[src/rtl/uart_defs.sv]
// Shared UART receive definitions: state encodings and default frame timing.
package uart_defs;

  typedef enum logic [1:0] {
    IDLE  = 2'd0,
    START = 2'd1,
    DATA  = 2'd2,
    STOP  = 2'd3
  } rx_state_t;

  localparam int DEFAULT_BAUD_DIV  = 434;
  localparam int DEFAULT_DATA_BITS = 8;

endpackage

[src/rtl/rx_bit_sampler_if.sv]
// Receive-side signal bundle between the start-edge detector / line and the bit sampler.
interface rx_bit_sampler_if
  import uart_defs::*;
#(
  parameter int DATA_BITS = DEFAULT_DATA_BITS
);

  logic                 Rx_Pin_In;
  logic                 H2L_Sig;
  logic                 Rx_En;
  logic [DATA_BITS-1:0] Rx_Data;
  logic                 Rx_Done_Sig;
  logic                 Frame_Err;

  modport master (
    output Rx_Pin_In, H2L_Sig, Rx_En,
    input  Rx_Data, Rx_Done_Sig, Frame_Err
  );

  modport slave (
    input  Rx_Pin_In, H2L_Sig, Rx_En,
    output Rx_Data, Rx_Done_Sig, Frame_Err
  );

endinterface

[src/rtl/rx_bit_sampler_baud_counter.sv]
// Bit-period counter: flags the half-bit and full-bit points and restarts after a full bit.
module rx_baud_counter
  import uart_defs::*;
#(
  parameter int BAUD_DIV = DEFAULT_BAUD_DIV
) (
  input  logic CLK,
  input  logic RSTn,
  input  logic clear,
  input  logic enable,
  output logic half_tick,
  output logic full_tick
);

  localparam int CW = $clog2(BAUD_DIV);
  typedef logic [CW-1:0] cnt_t;
  localparam cnt_t HALF_CNT = cnt_t'(BAUD_DIV / 2 - 1);
  localparam cnt_t FULL_CNT = cnt_t'(BAUD_DIV - 1);

  cnt_t cnt;

  assign half_tick = (cnt == HALF_CNT);
  assign full_tick = (cnt == FULL_CNT);

  // Wrap to zero at terminal count so the count never runs past BAUD_DIV-1.
  always_ff @(posedge CLK or negedge RSTn) begin
    if (!RSTn) begin
      cnt <= '0;
    end else if (clear) begin
      cnt <= '0;
    end else if (enable) begin
      cnt <= full_tick ? '0 : cnt + cnt_t'(1);
    end
  end

endmodule

[src/rtl/rx_bit_sampler.sv]
// UART receive control: times bits from the start edge, samples mid-bit, checks the stop bit.
module rx_bit_sampler
  import uart_defs::*;
#(
  parameter int BAUD_DIV  = DEFAULT_BAUD_DIV,
  parameter int DATA_BITS = DEFAULT_DATA_BITS
) (
  input  logic             CLK,
  input  logic             RSTn,
  rx_bit_sampler_if.slave  rx
);

  localparam logic [2:0] LAST_IDX = 3'(DATA_BITS - 1);

  rx_state_t            state, next_state;
  logic                 rx_meta, rx_s;
  logic [2:0]           bit_idx;
  logic [DATA_BITS-1:0] shift_reg;
  logic [DATA_BITS-1:0] rx_data_q;
  logic                 done_q, err_q;
  logic                 cnt_clear, cnt_en, half_tick, full_tick;
  logic                 shift_en, load_word, flag_err;

  rx_baud_counter #(.BAUD_DIV(BAUD_DIV)) u_baud (
    .CLK       (CLK),
    .RSTn      (RSTn),
    .clear     (cnt_clear),
    .enable    (cnt_en),
    .half_tick (half_tick),
    .full_tick (full_tick)
  );

  // The serial line is asynchronous; sync flops idle high to match the line.
  always_ff @(posedge CLK or negedge RSTn) begin
    if (!RSTn) begin
      rx_meta <= 1'b1;
      rx_s    <= 1'b1;
    end else begin
      rx_meta <= rx.Rx_Pin_In;
      rx_s    <= rx_meta;
    end
  end

  always_ff @(posedge CLK or negedge RSTn) begin
    if (!RSTn) state <= IDLE;
    else       state <= next_state;
  end

  always_comb begin
    next_state = state;
    cnt_clear  = 1'b0;
    cnt_en     = 1'b0;
    shift_en   = 1'b0;
    load_word  = 1'b0;
    flag_err   = 1'b0;
    case (state)
      IDLE: begin
        cnt_clear = 1'b1;
        if (rx.Rx_En && rx.H2L_Sig) next_state = START;
      end
      START: begin
        cnt_en = 1'b1;
        if (half_tick) begin
          cnt_clear  = 1'b1;
          next_state = rx_s ? IDLE : DATA;
        end
      end
      DATA: begin
        cnt_en = 1'b1;
        if (full_tick) begin
          shift_en = 1'b1;
          if (bit_idx == LAST_IDX) next_state = STOP;
        end
      end
      STOP: begin
        cnt_en = 1'b1;
        if (full_tick) begin
          next_state = IDLE;
          load_word  = rx_s;
          flag_err   = !rx_s;
        end
      end
      default: next_state = IDLE;
    endcase
    // Dropping the enable abandons the frame silently, overriding any sample this cycle.
    if (state != IDLE && !rx.Rx_En) begin
      next_state = IDLE;
      cnt_clear  = 1'b1;
      cnt_en     = 1'b0;
      shift_en   = 1'b0;
      load_word  = 1'b0;
      flag_err   = 1'b0;
    end
  end

  // Line order is LSB first, so each new bit enters at the MSB and moves down.
  always_ff @(posedge CLK or negedge RSTn) begin
    if (!RSTn) begin
      bit_idx   <= '0;
      shift_reg <= '0;
      rx_data_q <= '0;
      done_q    <= 1'b0;
      err_q     <= 1'b0;
    end else begin
      done_q <= load_word;
      err_q  <= flag_err;
      if (state == IDLE) begin
        bit_idx <= '0;
      end else if (shift_en && bit_idx != LAST_IDX) begin
        bit_idx <= bit_idx + 3'd1;
      end
      if (shift_en) shift_reg <= {rx_s, shift_reg[DATA_BITS-1:1]};
      if (load_word) rx_data_q <= shift_reg;
    end
  end

  assign rx.Rx_Data     = rx_data_q;
  assign rx.Rx_Done_Sig = done_q;
  assign rx.Frame_Err   = err_q;

endmodule

[src/flat_wrapper.sv]
// flat-port wrapper written by rule: the top's interface ports become plain ports
module rx_bit_sampler_flat import uart_defs::*;
#(
  parameter int BAUD_DIV  = DEFAULT_BAUD_DIV,
  parameter int DATA_BITS = DEFAULT_DATA_BITS
)
  (CLK, RSTn, rx_Rx_Pin_In, rx_H2L_Sig, rx_Rx_En, rx_Rx_Data, rx_Rx_Done_Sig, rx_Frame_Err);
  rx_bit_sampler_if #(.DATA_BITS(DATA_BITS)) rx_i ();
  input  logic CLK;
  input  logic RSTn;
  input wire logic [$bits(rx_i.Rx_Pin_In)-1:0] rx_Rx_Pin_In;
  input wire logic [$bits(rx_i.H2L_Sig)-1:0] rx_H2L_Sig;
  input wire logic [$bits(rx_i.Rx_En)-1:0] rx_Rx_En;
  output wire logic [$bits(rx_i.Rx_Data)-1:0] rx_Rx_Data;
  output wire logic [$bits(rx_i.Rx_Done_Sig)-1:0] rx_Rx_Done_Sig;
  output wire logic [$bits(rx_i.Frame_Err)-1:0] rx_Frame_Err;
  assign rx_i.Rx_Pin_In = rx_Rx_Pin_In;
  assign rx_i.H2L_Sig = rx_H2L_Sig;
  assign rx_i.Rx_En = rx_Rx_En;
  assign rx_Rx_Data = rx_i.Rx_Data;
  assign rx_Rx_Done_Sig = rx_i.Rx_Done_Sig;
  assign rx_Frame_Err = rx_i.Frame_Err;
  rx_bit_sampler #(.BAUD_DIV(BAUD_DIV), .DATA_BITS(DATA_BITS)) u_core (.CLK(CLK), .RSTn(RSTn), .rx(rx_i));
endmodule
[config.mk]
export PLATFORM = sky130hd
export DESIGN_NAME = rx_bit_sampler_flat
export DESIGN_NICKNAME = d
export VERILOG_FILES = /design/src/rtl/uart_defs.sv /design/src/rtl/rx_bit_sampler_if.sv /design/src/rtl/rx_bit_sampler_baud_counter.sv /design/src/rtl/rx_bit_sampler.sv /design/src/flat_wrapper.sv
export SDC_FILE = /design/constraint.sdc
export NUM_CORES = 1
export LEC_CHECK = 0
export ABC_AREA = 0
export CAP_MARGIN = 20
export CORE_AREA = 2 2 74 58
export DETAILED_ROUTE_END_ITERATION = 6
export DIE_AREA = 0 0 76 60
export PLACE_DENSITY = 0.69
export SYNTH_ARGS = -nofsm -noshare
export SYNTH_HDL_FRONTEND = slang
export SYNTH_SLANG_ARGS = --single-unit
[constraint.sdc]
create_clock -name CLK -period 2.4 [get_ports CLK]
set_clock_uncertainty 0.05 [all_clocks]
set_input_delay 0.6 -clock CLK [delete_from_list [all_inputs] [get_ports CLK]]
set_output_delay 0.6 -clock CLK [all_outputs]
set_load 0.005 [all_outputs]
==> impl_metrics.ini <==
[cells_and_area]
nets = 165
largest_reg_flops = 9
drive_gt1_frac = 0.218
syn_to_final_growth_pct = 20.0
diodes = 0

[sta]
tns_ns = 0
slew_headroom = 0.545
setup_viol = 0
worst_slack_ns = 0.364
min_period_over_period = 0.848
worst_slew_pin_slew_ns = 0.678
rsz0062_at_grt = no
max_clock_freq_mhz = 491
post-route-min-period_ns = 2.04
slew_violations = 0
timing_hold_violations_final = 0

[grt]
grt_pass1_wl_um = 5350
use_met3 = 0.0332
gr-total-overflow = 0
grt_pass1_vias = 1145
global_route.peak_usage_layer = met2
antenna_found_initial = 0
grt_use_met1 = 0.188
grt_max_degree = 35
met2_usage = 0.256
grt.total_usage = 0.150

[floorplanning]
die-area_sq_mm = 0.00456
io_pins = 15
start_util = 0.426
core_sq_mm = 0.00388
placementRows = 20
chipHeight_um = 60
die_w_um = 76

[drt]
postRouteAntennaNets = 0
route.detailed.drc = 0
via_per_inst = 5.55
drt_iter0_markers = 73
via_count = 1170
routedWlPerCell_um = 14.9
wl_um = 3150
firstDrtPassIters = 4

[worst_setup_path]
cp.required_ns = 2.52
critPathMaxFanout = 8
critical_path_class = input pin to register
critPathLaunchType = input pin
crit_chain = clkdlybuf4s50_1 -> nand2_1 -> nor4_4 -> buf_4 -> mux2_2
worstSetupEndpointType = register
slowest_stage = clkdlybuf4s50_1
r2r_setup_slack_ns = 0.46
cp.arrival_ns = 2.16
critical-path-max-stage-delay_ns = 0.52

[clocking]
cts_resized = 0
cts_tree = done
clock_latency_ns = 0.28
clock_tree.buffer_depth = 2
cts_setup_buffers = 0
postCtsHoldBufs = 0
htree_levels = 2
cts.clk_slew.worst_paths_ns = 0.07
cts_num_sinks = 34
root_buffer = clkbuf_8
cts_made_buffers = 5

[synthesis]
synth-seq-cells = 34
synth_top_area_frac = 0.484
netlist_instances = 135
ys.warnings.count = 0
syn_nets = 145
synth_area_leaders = dfrtp_1 (48%), mux2_2 (11%), ha_1 (3.8%)
ys_seq_area_frac = 0.516
synth.distinct_cells = 38
netlist_area_sq_mm = 0.00165
synth_area_leader_cell = dfrtp_1
avgSynthCellArea_sq_um = 12.3

[worst_hold_path]
hold_class = register to register

[run_status]
outcome = finished, final reports clean

[job]
max_cap_viol_count = 0

[place]
place_ws_ns = 0.0597
io_buffers = 14
place_hpwl_um = 2230
gp_congestion = 0.821

[power]
p_leak_nw = 0.838
peakVddDrop_mv = 0.235
total_power_w = 0.00115
power_density_mw_per_mm2 = 580
## layer usage
metal | share of wire | vias to the layer above
li1 | - | 549
met1 | 0.46 | 590
met2 | 0.50 | 27
met3 | 0.031 | 4
met4 | 0.0086 | 0
met5 | 0 | -
## per-stage QoR
step                instance area [sq um]  instances  utilization  hold WS (ns)
global route                         1990        211        0.512         0.310
finish                               1990        211        0.512         0.307
global placement                     1870        203        0.483         0.295
detailed placement                   1870        203        0.483         0.297
CTS                                  1990        211        0.512         0.307
floorplan                            1650        135            -         0.254
## path summary, 6_finish.rpt
kind / startpoint / to / depth (start not counted)
max in group asynchronous: RSTn / u_core.rx_s / 2
min in group asynchronous: RSTn / u_core.u_baud.cnt[7] / 2
min: u_core.rx_meta / u_core.rx_s / 0
max reg2reg: u_core.u_baud.cnt[1] / u_core.u_baud.cnt[7] / 5
min reg2reg: u_core.rx_meta / u_core.rx_s / 0
max: rx_Rx_En / u_core.rx.Rx_Data[6] / 5
## cells by family (layout without fill, tap and decap cells)
| family | after synthesis | count (layout) | synth area share |
|---|---|---|---|
| and+or+nand+nor | 43 | 43 | 0.197 |
| DFF | 34 | 34 | 0.516 |
| AOI/OAI and AO/OA | 24 | 24 | 0.101 |
| muxes | 16 | 16 | 0.109 |
| buffers and inverters | 10 | 31 | 0.0242 |
| adders and majority gates | 5 | 5 | 0.0378 |
| xor gates and xnor gates | 3 | 3 | 0.0159 |
## power by group
| part | switching (W) | internal, W |
|---|---|---|
| registers | 0.00000941 | 0.000578 |
| logic | 0.0000242 | 0.0000143 |
| clock network | 0.000218 | 0.000309 |
| total | 0.000251 | 0.000901 |
## cells in the mapped netlist, drive strengths merged
library cell  number
a221oi             4
dfrtp             32
a21oi              1
nand2             10
and3               1
nand4bb            2
xnor2              1
nor3               1
nand4              5
a211oi             5
a31o               1
or4                1
xor2               2
nand3              3
clkbuf             2
nor2               1
mux2              16
nor4               2
nor4b              1
buf                3
a31oi              2
nand4b             2
and3b              4
or3                4
nand2b             1
nor3b              2
o21bai             1
ha                 5
and4b              2
dfstp              2
o211ai             4
nor4bb             1
inv                4
clkinv             1
o21ai              6
## critical path, delay by kind of cell
family | cells | cell delay (ns)
mux | 1 | 0.35
simple gates | 2 | 0.48
buf+inv | 2 | 0.72
## area by class of cell
type                       instances  area, sq um
clock buffer                       5         68.8
clock inverter                     3         45.0
fill                             343         1890
inverter                           5         18.8
multi-input combinational         91          761
sequential                        34          853
tap                               55         68.8
timing repair buffer              18          170
## layout by cell type (no fill, tap or decap), drive strengths merged, types with 2 or more instances in the layout
cell	n
clkbuf	5
xor2	2
o211ai	4
or3	4
nand4bb	2
nand4b	2
ha	5
dfstp	2
buf	4
and4b	2
clkdlybuf4s50	14
dfrtp	32
nand3	3
inv	4
a211oi	5
nor3b	2
nor4	2
mux2	16
nand2	10
nand4	5
o21ai	6
a31oi	2
clkinvlp	2
and3b	4
a221oi	4
Power figures use the tool's default switching activity.
